<file path="src/rtl/clk_sel_ctrl_if.sv">
// clk_sel_ctrl_if: request/ready handshake plus enable/status bundle between a requester and clk_sel_ctrl.
// Latency: none, wires only.
// Backpressure: sel_ready_o qualifies sel_valid_i; the requester holds sel_i/sel_valid_i until ready.
// Optional CLK_SEL_ACK_EN adds src_ack_i, gate-status acks already synchronised into the reference clock.
interface clk_sel_ctrl_if #(
    parameter int NUM_CLK = 4,
    parameter int SEL_W   = $clog2(NUM_CLK)
);
    logic [SEL_W-1:0]   sel_i;
    logic               sel_valid_i;
    logic               sel_ready_o;
    logic [NUM_CLK-1:0] clk_en_o;
    logic [SEL_W-1:0]   active_sel_o;
    logic               busy_o;
    logic               switch_done_o;
    logic               err_o;
`ifdef CLK_SEL_ACK_EN
    logic [NUM_CLK-1:0] src_ack_i;
`endif

    // Requester / gate-status side
    modport master (
        output sel_i,
        output sel_valid_i,
`ifdef CLK_SEL_ACK_EN
        output src_ack_i,
`endif
        input  sel_ready_o,
        input  clk_en_o,
        input  active_sel_o,
        input  busy_o,
        input  switch_done_o,
        input  err_o
    );

    // Controller side
    modport slave (
        input  sel_i,
        input  sel_valid_i,
`ifdef CLK_SEL_ACK_EN
        input  src_ack_i,
`endif
        output sel_ready_o,
        output clk_en_o,
        output active_sel_o,
        output busy_o,
        output switch_done_o,
        output err_o
    );
endinterface

</file>
<file path="src/rtl/clk_sel_ctrl.sv">
// clk_sel_ctrl: break-before-make one-hot clock-gate enable controller for NUM_CLK sources.
// Latency: a switch takes 2*SETTLE_CYC cycles then a done pulse; same-source/error responses next cycle.
// Backpressure: sel_ready_o is low while a switch is in flight; held requests wait for ready.
// Optional CLK_SEL_ACK_EN: phase exits additionally wait for the synchronised gate acks on src_ack_i.
module clk_sel_ctrl #(
    parameter int NUM_CLK     = 4,
    parameter int SEL_W       = $clog2(NUM_CLK),
    parameter int DEFAULT_SEL = 0,
    parameter int SETTLE_CYC  = 8
) (
    input  logic          clk_i,
    input  logic          rst_i,
    clk_sel_ctrl_if.slave bus
);
    typedef enum logic [1:0] {
        IDLE     = 2'd0,
        GATE_OFF = 2'd1,
        GATE_ON  = 2'd2
    } state_e;

    localparam int                 CNT_W    = (SETTLE_CYC > 1) ? $clog2(SETTLE_CYC) : 1;
    // Loading SETTLE_CYC-1 and exiting on the edge that sees zero gives exactly SETTLE_CYC cycles per phase.
    localparam logic [CNT_W-1:0]   CNT_LOAD = CNT_W'(SETTLE_CYC - 1);
    localparam logic [SEL_W-1:0]   DEF_SEL  = SEL_W'(DEFAULT_SEL);
    localparam logic [NUM_CLK-1:0] DEF_EN   = NUM_CLK'(1) << DEFAULT_SEL;

    function automatic logic [NUM_CLK-1:0] onehot(input logic [SEL_W-1:0] idx);
        onehot = NUM_CLK'(1) << idx;
    endfunction

    state_e             state_q,  state_d;
    logic [CNT_W-1:0]   cnt_q,    cnt_d;
    logic [SEL_W-1:0]   target_q, target_d;
    logic [SEL_W-1:0]   active_q, active_d;
    logic [NUM_CLK-1:0] en_q,     en_d;
    logic               done_q,   done_d;
    logic               err_q,    err_d;

    logic               in_range;
    logic               off_ok;
    logic               on_ok;
    logic [SEL_W:0]     sel_ext;

    assign sel_ext  = {1'b0, bus.sel_i};
    assign in_range = (int'(sel_ext) < NUM_CLK);

`ifdef CLK_SEL_ACK_EN
    // Gates must report fully off before any new enable, and the new source must report on before done.
    assign off_ok = (bus.src_ack_i == '0);
    assign on_ok  = bus.src_ack_i[target_q];
`else
    assign off_ok = 1'b1;
    assign on_ok  = 1'b1;
`endif

    // State register: all outputs except ready/busy come straight from these flops
    always_ff @(posedge clk_i) begin
        if (rst_i) begin
            state_q  <= IDLE;
            cnt_q    <= '0;
            target_q <= DEF_SEL;
            active_q <= DEF_SEL;
            en_q     <= DEF_EN;
            done_q   <= 1'b0;
            err_q    <= 1'b0;
        end else begin
            state_q  <= state_d;
            cnt_q    <= cnt_d;
            target_q <= target_d;
            active_q <= active_d;
            en_q     <= en_d;
            done_q   <= done_d;
            err_q    <= err_d;
        end
    end

    // Next-state: accept in IDLE, drop all enables, settle, enable target, settle, report done
    always_comb begin
        state_d  = state_q;
        cnt_d    = cnt_q;
        target_d = target_q;
        active_d = active_q;
        en_d     = en_q;
        done_d   = 1'b0;
        err_d    = 1'b0;
        case (state_q)
            IDLE: begin
                if (bus.sel_valid_i) begin
                    if (!in_range) begin
                        err_d = 1'b1;
                    end else if (bus.sel_i == active_q) begin
                        done_d = 1'b1;
                    end else begin
                        target_d = bus.sel_i;
                        cnt_d    = CNT_LOAD;
                        en_d     = '0;
                        state_d  = GATE_OFF;
                    end
                end
            end
            GATE_OFF: begin
                if (cnt_q != '0) begin
                    cnt_d = cnt_q - CNT_W'(1);
                end else if (off_ok) begin
                    cnt_d    = CNT_LOAD;
                    en_d     = onehot(target_q);
                    active_d = target_q;
                    state_d  = GATE_ON;
                end
            end
            GATE_ON: begin
                if (cnt_q != '0) begin
                    cnt_d = cnt_q - CNT_W'(1);
                end else if (on_ok) begin
                    done_d  = 1'b1;
                    state_d = IDLE;
                end
            end
            default: begin
                state_d = IDLE;
            end
        endcase
    end

    // Outputs: handshake and busy decode from state only
    always_comb begin
        bus.sel_ready_o = (state_q == IDLE);
        bus.busy_o      = (state_q != IDLE);
    end

    assign bus.clk_en_o      = en_q;
    assign bus.active_sel_o  = active_q;
    assign bus.switch_done_o = done_q;
    assign bus.err_o         = err_q;

endmodule

</file>
<file path="src/flat_wrapper.sv">
// flat-port wrapper written by rule: the top's interface ports become plain ports
module clk_sel_ctrl_flat 
#(
    parameter int NUM_CLK     = 4,
    parameter int SEL_W       = $clog2(NUM_CLK),
    parameter int DEFAULT_SEL = 0,
    parameter int SETTLE_CYC  = 8
)
  (clk_i, rst_i, bus_sel_i, bus_sel_valid_i, bus_sel_ready_o, bus_clk_en_o, bus_active_sel_o, bus_busy_o, bus_switch_done_o, bus_err_o);
  clk_sel_ctrl_if #(.NUM_CLK(NUM_CLK), .SEL_W(SEL_W)) bus_i ();
  input  logic clk_i;
  input  logic rst_i;
  input wire logic [$bits(bus_i.sel_i)-1:0] bus_sel_i;
  input wire logic [$bits(bus_i.sel_valid_i)-1:0] bus_sel_valid_i;
  output wire logic [$bits(bus_i.sel_ready_o)-1:0] bus_sel_ready_o;
  output wire logic [$bits(bus_i.clk_en_o)-1:0] bus_clk_en_o;
  output wire logic [$bits(bus_i.active_sel_o)-1:0] bus_active_sel_o;
  output wire logic [$bits(bus_i.busy_o)-1:0] bus_busy_o;
  output wire logic [$bits(bus_i.switch_done_o)-1:0] bus_switch_done_o;
  output wire logic [$bits(bus_i.err_o)-1:0] bus_err_o;
  assign bus_i.sel_i = bus_sel_i;
  assign bus_i.sel_valid_i = bus_sel_valid_i;
  assign bus_sel_ready_o = bus_i.sel_ready_o;
  assign bus_clk_en_o = bus_i.clk_en_o;
  assign bus_active_sel_o = bus_i.active_sel_o;
  assign bus_busy_o = bus_i.busy_o;
  assign bus_switch_done_o = bus_i.switch_done_o;
  assign bus_err_o = bus_i.err_o;
  clk_sel_ctrl #(.NUM_CLK(NUM_CLK), .SEL_W(SEL_W), .DEFAULT_SEL(DEFAULT_SEL), .SETTLE_CYC(SETTLE_CYC)) u_core (.clk_i(clk_i), .rst_i(rst_i), .bus(bus_i));
endmodule
</file>
<file path="config.mk">
export PLATFORM = sky130hd
export DESIGN_NAME = clk_sel_ctrl_flat
export DESIGN_NICKNAME = d
export VERILOG_FILES = /design/src/rtl/clk_sel_ctrl_if.sv /design/src/rtl/clk_sel_ctrl.sv /design/src/flat_wrapper.sv
export SDC_FILE = /design/constraint.sdc
export NUM_CORES = 1
export LEC_CHECK = 0
export ABC_CLOCK_PERIOD_IN_PS = 4130
export BUFFER_PORTS_ARGS = -buffer_cell sky130_fd_sc_hd__buf_2
export CAP_MARGIN = 0
export CORE_UTILIZATION = 55
export DETAILED_ROUTE_END_ITERATION = 8
export PLACE_DENSITY = 0.79
export REMOVE_ABC_BUFFERS = 1
export SLEW_MARGIN = 20
export SYNTH_ARGS = -nofsm -noshare
export SYNTH_HDL_FRONTEND = slang
export SYNTH_SLANG_ARGS = --single-unit
</file>
<file path="constraint.sdc">
create_clock -name clk_i -period 4.13 [get_ports clk_i]
set_clock_uncertainty 0.2 [all_clocks]
set_input_delay 0.826 -clock clk_i [delete_from_list [all_inputs] [get_ports clk_i]]
set_output_delay 0.826 -clock clk_i [all_outputs]
set_load 0.005 [all_outputs]
</file>
**Word-level counts from Yosys, hierarchy flattened**

Cells that the tools add are included.
Widths: inputs -> output; s select.

- Logic and storage cells: 57
- Memories: 0
- RAM bits: 0
- ROM bits: 0
- Latch bits: 0
- Register bits after elaboration: 15

- Divide/modulo/power cells: 0
- Magnitude comparators: 1
- Reductions and logical operators: 11
- Equality and inequality tests: 9
- Shift-type cells: 1
- Bitwise operators: 4
- Multiply operators: 0
- Add/sub/neg operators: 1
- Mux-type cells: 23

Operators with widths:

| operator | count |
|---|---|
| $mux 4 | 4 |
| $mux 3 | 5 |
| $reduce_and 5->1 | 3 |
| $mux 2 | 5 |
| $pmux 3 s3 | 1 |
| $ne 2x2->1 const B | 4 |
| $pmux 4 s2 | 1 |
| $pmux 2 s3 | 1 |
| $reduce_bool 3->1 | 2 |
| $mux 1 | 5 |
| $ne 2x1->1 const B | 2 |
| $not 1->1 | 4 |
| $reduce_and 4->1 | 1 |
| $reduce_bool 2->1 | 2 |
| $shl 1x2->4 const A | 1 |
| $lt 2x3->1 const B | 1 |
| $reduce_or 3->1 | 1 |
| $sub 3x1->3 const B | 1 |
| $eq 2x1->1 const B | 1 |
| $eq 2x2->1 | 1 |
| $eq 2x2->1 const B | 1 |
| $logic_not 2->1 | 1 |
| $pmux 1 s2 | 1 |
| $reduce_and 2->1 | 1 |

**Longest topological paths before layout**

Gate-level depths: netlist of run 1.

- Depth in word-level cells: 5
- Gate-level depth with buffers: 7
- Gate-level depth less buffers: 6

**Worst setup path after synthesis of run 1**

Ideal clock, no wire load.

- Path kind: register to output
- Start: reg u_core.state_q[1]
- End: out bus_busy_o
- Path buffers: 1
- Slack: 2179 ps
- Cell stages (with the launch flop): 5
- Data required time: 3104 ps
- Data arrival time: 925 ps
- Cells stage by stage: dfxtp_1 -> inv_1 -> ha_1 -> buf_2 -> inv_1

- Longest elaborated chain between the ends: 1

Ends and longest elaborated chain:

| item | RTL line | RTL |
|---|---|---|
| start, declared | clk_sel_ctrl.sv:31 | `state_e state_q, state_d;` |
| start signal, assigned | clk_sel_ctrl.sv:67 | `state_q <= state_d;` |
| $reduce_bool 2->1 | clk_sel_ctrl.sv:128 | `bus.busy_o = (state_q != IDLE);` |
| end, declared | flat_wrapper.sv:18 | `output wire logic [$bits(bus_i.busy_o)-1:0] bus_busy_o;` |

Every way passes these cells.

**Worst setup path in the final report of run 1**

Ends and elaborated chain as after synthesis.

==> results_dict.tcl, run 1 <==
set metrics [dict create \
    n_antenna_cell 0 \
    timing.fmax_ghz 0.409 \
    crit_chain "inv_1 -> ha_1 -> inv_1 -> buf_2" \
    viasPerCell 5.68 \
    grt_max_degree 19 \
    fin_crit_sh 0.592 \
    place_hpwl_um 1140 \
    post_cts_resize_count 0 \
    worstSkewPairLatency_ps 260 \
    htree_levels 1 \
    max_stage_delay_ps 380 \
    setup_viol 0 \
    route.detailed.drc 0 \
    synth_top_area_frac 0.324 \
    ys_warn_count 0 \
    ant_nets 0 \
    finish.instance_area_sq_um 947 \
    hp-class "reg -> reg" \
    power_uw 560 \
    final_nets 122 \
    setup_tns_ps 0 \
    synth_edf_count 0 \
    drv_slew 0 \
    p_leak_uw 0.000423 \
    crit_path_start_kind "flop" \
    areaGrowthSynthToFinish_pct 9.39 \
    fp.dieH_um 41.7 \
    maxCapViolCount 0 \
    ys_seq_elements 14 \
    status "completed" \
    avgRoutedWirePerCell_um 12.3 \
    start_util 0.626 \
    grt_usage 0.189 \
    crit_top_cell "inv_1" \
    clockBufferDepth 2 \
    yosysTopAreaCell "dfxtp_1" \
    endpoint_kind "output port" \
    io_buffers 13 \
    die_width_um 41.7 \
    min_period_ps 2440 \
    yosys.cell_types.count 31 \
    dieArea_sq_um 1740 \
    cp_slowest_cell "ha_1" \
    vias 699 \
    worstSetupPathType "reg -> out" \
    vdd_drop_max_mv 0.443 \
    antenna_found_initial 0 \
    drt-initial-drc-count 8 \
    grt_pass1_wl_um 2590 \
    grt_pass1_vias 636 \
    cts_tree "yes" \
    ys_seq_area_frac 0.324 \
    post-cts-setup-buffer-count 0 \
    core_sq_um 1380 \
    rsz0062_at_grt "false" \
    cts_buffers 3 \
    worstPathRequired_ps 3100 \
    clockRootBuffer "clkbuf_4" \
    routed_wl_um 1510 \
    power_density_nw_per_um2 591 \
    syn_area_per_cell_sq_um 8.93 \
    synthFlopType "dfxtp_1" \
    syn-instance-count 97 \
    place_area_sq_um 925 \
    async_reset_ff_frac 0 \
    worstPathArrival_ps 1420 \
    final.setup.worst_slack_ps 1690 \
    synth_area_sq_um 866 \
    io_pins 15 \
    drive_above_1_share 0.231 \
    synth_area_leaders "dfxtp_1 32%, ha_1 10%, mux2i_1 8.1%, nand2b_1 4.3%, a21oi_1 4.0%" \
    cts_sinks 14 \
    holdBufCountCts 0 \
    hold_violations 0 \
    crit_fanout 9 \
    clkTransAtPathRegs_ps 70 \
    globalplace.congestion 0.756 \
    gr-total-overflow 0 \
    row_count 13 \
    dpl_worst_slack_ps 1970 \
    dr.pass1.iters 4 \
]
-- cells in the final DEF, fill, tap and decap left out --
cell / n
dfxtp_1: 14
buf_2: 13
nor2_1: 7
a21oi_1: 7
mux2i_1: 7
ha_1: 7
inv_1: 6
nand2b_1: 6
nand3_1: 5
nand2_1: 4
nand3b_1: 3
o21ai_0: 3
a311oi_1: 3
clkbuf_4: 3
a21o_2: 2
nor2b_1: 2
a21o_1: 2
a31oi_1: 2
xnor2_2: 1
xnor2_1: 1
nor2b_2: 1
a21bo_4: 1
nand3_2: 1
a221oi_2: 1
and2_4: 1
nand4_1: 1
a211oi_2: 1
nor3b_1: 1
and3_1: 1
conb_1: 1
-- routing by layer --
metal | track usage | up-vias | share of wire
li1 | - | 361 | -
met1 | 0.266 | 320 | 0.50
met2 | 0.284 | 16 | 0.43
met3 | 0.0696 | 2 | 0.054
met4 | 0.0258 | 0 | 0.0093
met5 | 0 | - | 0
-- cells in the mapped netlist (2+ instances only) --
cell type / n
nand3_1: 5
a21o_1: 2
dfxtp_1: 14
nand3b_1: 3
nand2_1: 4
a31oi_1: 2
ha_1: 7
o21ai_0: 3
nor2_1: 7
mux2i_1: 7
a21oi_1: 7
nor2b_1: 2
nand2b_1: 6
a311oi_1: 3
inv_1: 6
clkbuf_1: 2
buf_2: 2
a21o_2: 2
-- critical path, delay by kind of cell, from the launching register on --
kind       cells  cell delay (ps)
flops          1              360
fa+ha+maj      1              380
buf+inv        3              410
-- cell type report --
cell class,count,area (sq um)
Clock buffer,3,22.5
Fill cell,118,435
Inverter,6,22.5
Multi-Input combinational cell,72,538
Sequential cell,14,280
Tap cell,15,18.8
Timing Repair Buffer,13,65.1
-- power by group --
group | leakage [uW] | switching [uW] | internal (uW)
Combinational | 0.000295 | 162 | 139
Clock | 0.0000138 | 35.4 | 33.7
Sequential | 0.000115 | 26.4 | 164
Total | 0.000423 | 224 | 336
-- worst paths after layout --
| path | start | end | slack, ps | cells after the start |
|---|---|---|---|---|
| worst min-delay path | u_core.bus.clk_en_o[3] | u_core.bus.clk_en_o[3] | 280 | 2 |
| worst min register to register | u_core.bus.clk_en_o[3] | u_core.bus.clk_en_o[3] | 280 | 2 |
| worst max register to register | u_core.state_q[1] | u_core.bus.clk_en_o[0] | 2140 | 6 |
| worst max-delay path | u_core.state_q[1] | bus_busy_o | 1690 | 4 |
-- stage by stage --
step | hold WS (ps) | cells | utilization
after floorplan | 268 | 92 | -
after global placement | 261 | 120 | 0.669
after detailed placement | 262 | 120 | 0.669
after CTS | 280 | 123 | 0.685
after global routing | 312 | 123 | 0.685
final | 277 | 123 | 0.685
-- sequential cells by signal (all words and copies together) (netlist names) --
name / cells
u_core.state_q: 2
u_core.cnt_q: 3
u_core.bus.switch_done_o: 1
u_core.target_q: 2
u_core.bus.clk_en_o: 4
u_core.bus.active_sel_o: 2
-- cell families after synthesis --
logic type / Yosys count / share of synthesized area
simple gates: 33 / 0.215
compound gates: 22 / 0.191
flops: 14 / 0.324
buf+inv: 11 / 0.0549
fa+ha+maj: 7 / 0.101
mux: 7 / 0.0809
xor+xnor: 2 / 0.0289
other cells: 1 / 0.00433
Power figures use the tool's default switching activity.
==> run 2, diff against run 1 <==
ABC_AREA = 1   (was default)
ABC_CLOCK_PERIOD_IN_PS = 2450   (was 4130)
PLACE_DENSITY = 0.78   (was 0.79)
clock period = 2.45 ns   (was 4.13 ns; I/O delays follow)
==> run 2 against run 1 <==
Effect of this change:
- the flow now finishes with violations (design-rule violations)
- setup slack got worse by 1200 ps
- cell count grew 33%
- count of clock-buffer cells in the layout up 1
- critical endpoint unchanged
- largest power group unchanged
- sequential power rose by 86%
==> results_dict.tcl, run 2 <==
set metrics [dict create \
    n_antenna_cell 0 \
    synth_edf_count 0 \
    die_width_um 43.9 \
    power_density_nw_per_um2 1230 \
    core_sq_um 1580 \
    holdBufCountCts 0 \
    grt_max_degree 13 \
    hold_violations 0 \
    worstSkewPairLatency_ps 280 \
    dr.pass1.iters 6 \
    grt_pass1_wl_um 3040 \
    vias 816 \
    yosys.cell_types.count 26 \
    place_hpwl_um 1360 \
    fin_crit_sh 0.807 \
    clkTransAtPathRegs_ps 90 \
    ys_warn_count 0 \
    timing.fmax_ghz 0.506 \
    areaGrowthSynthToFinish_pct 8.42 \
    place_inst 159 \
    worstPathArrival_ps 1290 \
    clockRootBuffer "clkbuf_4" \
    synthTopCellsByCount "29 x nand2_1, 22 x inv_1, 18 x nor2_1" \
    clockBufferDepth 2 \
    synth_top_area_frac 0.290 \
    viasPerCell 5.01 \
    io_buffers 13 \
    p_leak_uw 0.000554 \
    drv_slew 0 \
    route.detailed.drc 2 \
    synth_area_leaders "dfxtp_1 29%, nand2_1 11%, ha_1 9.1%, inv_1 8.5%, nor2_1 7.0%" \
    final_nets 160 \
    htree_levels 1 \
    worst-r2r-cell-count 8 \
    fp.dieH_um 43.9 \
    syn-instance-count 134 \
    async_reset_ff_frac 0 \
    power_uw 1290 \
    holdPathStages 2 \
    crit_path_start_kind "flop" \
    maxCapViolCount 0 \
    grt_pass1_vias 700 \
    nFillCells 142 \
    rsz0062_at_grt "false" \
    worstPathRequired_ps 1760 \
    ys_seq_area_frac 0.290 \
    ys_seq_elements 14 \
    start_util 0.613 \
    dpl_worst_slack_ps 659 \
    row_count 14 \
    endpoint_kind "output port" \
    fin_cells 163 \
    fin_util 0.664 \
    setup_viol 0 \
    hp-class "in -> reg" \
    post-cts-setup-buffer-count 0 \
    final.setup.worst_slack_ps 472 \
    worstSetupPathType "reg -> out" \
    drt-initial-drc-count 11 \
    routed_wl_um 1720 \
    io_pins 15 \
    gr-total-overflow 0 \
    yosysMostFrequentCell "nand2_1" \
    largest_reg_flops 4 \
    status "complete, but fails checks" \
    dieArea_sq_um 1930 \
    crit_fanout 6 \
    yosysTopAreaCell "dfxtp_1" \
    synth_area_sq_um 966 \
    avgRoutedWirePerCell_um 10.6 \
    post_cts_resize_count 0 \
    syn_area_per_cell_sq_um 7.21 \
    globalplace.congestion 0.797 \
    vdd_drop_max_mv 0.585 \
    cts_tree "yes" \
    cts_sinks 14 \
    ant_nets 0 \
    antenna_found_initial 0 \
    violations "design-rule violations" \
    synthFlopType "dfxtp_1" \
    setup_tns_ps 0 \
    drive_above_1_share 0.231 \
    min_period_ps 1980 \
    final_cell_mix "29 x nand2_1, 22 x inv_1, 18 x nor2_1, 14 x dfxtp_1, 13 x buf_2" \
    cts_buffers 3 \
    grt_usage 0.211 \
    layout_commonest_cell "nand2_1" \
]
==> run 2: power breakdown <==
group | internal, uW | total (uW) | switching (uW)
clock | 90.4 | 172 | 81.4
sequential | 302 | 354 | 52.4
combinational | 295 | 761 | 466
==> run 2: logic make-up (layout without fill, tap and decap cells) <==
group                      Yosys count  in the layout  synth area share
other                                1              1           0.00388
DFF                                 14             14             0.290
and+or+nand+nor                     72             72             0.380
AOI/OAI and AO/OA                    8              8            0.0674
buffers and inverters               30             43             0.142
xor gates and xnor gates             2              2            0.0259
adders and majority gates            7              7            0.0907
==> run 2: worst max-delay path, stage by stage, from the launching register on <==
cell and delay, ps:
dfxtp_1 340, inv_1 120, ha_1 320, inv_2 90, buf_2 130
==> run 2: path summary, 6_finish.rpt <==
| path | start | end | slack [ps] |
|---|---|---|---|
| max | u_core.state_q[0] | bus_busy_o | 470 |
| min | rst_i | u_core.bus.switch_done_o | 180 |
| min reg2reg | u_core.bus.clk_en_o[0] | u_core.bus.clk_en_o[0] | 270 |
| max reg2reg | u_core.state_q[1] | u_core.bus.clk_en_o[2] | 640 |
==> run 2: metal layers <==
metal  vias up  GRT usage  part of all wire
met5         -          0                 0
met4         0     0.0727            0.0099
met3         2     0.0375             0.040
met2        16      0.349              0.49
met1       360      0.276              0.46
li1        438          -                 -
==> run 2: through the flow <==
step	instance area [sq um]	hold slack (ps)
final	1050	180
after global routing	1050	180
after CTS	1050	178
after detailed placement	1010	252
after global placement	1010	238
after floorplan	926	252
==> run 2: area by class of cell <==
type	instances	area, sq um	area share
Inverter	26	97.6	0.0932
Multi-Input combinational cell	90	548	0.523
Timing Repair Buffer	13	65.1	0.0621
Clock buffer	4	36.3	0.0346
Sequential cell	14	280	0.268
Tap cell	16	20.0	0.0191
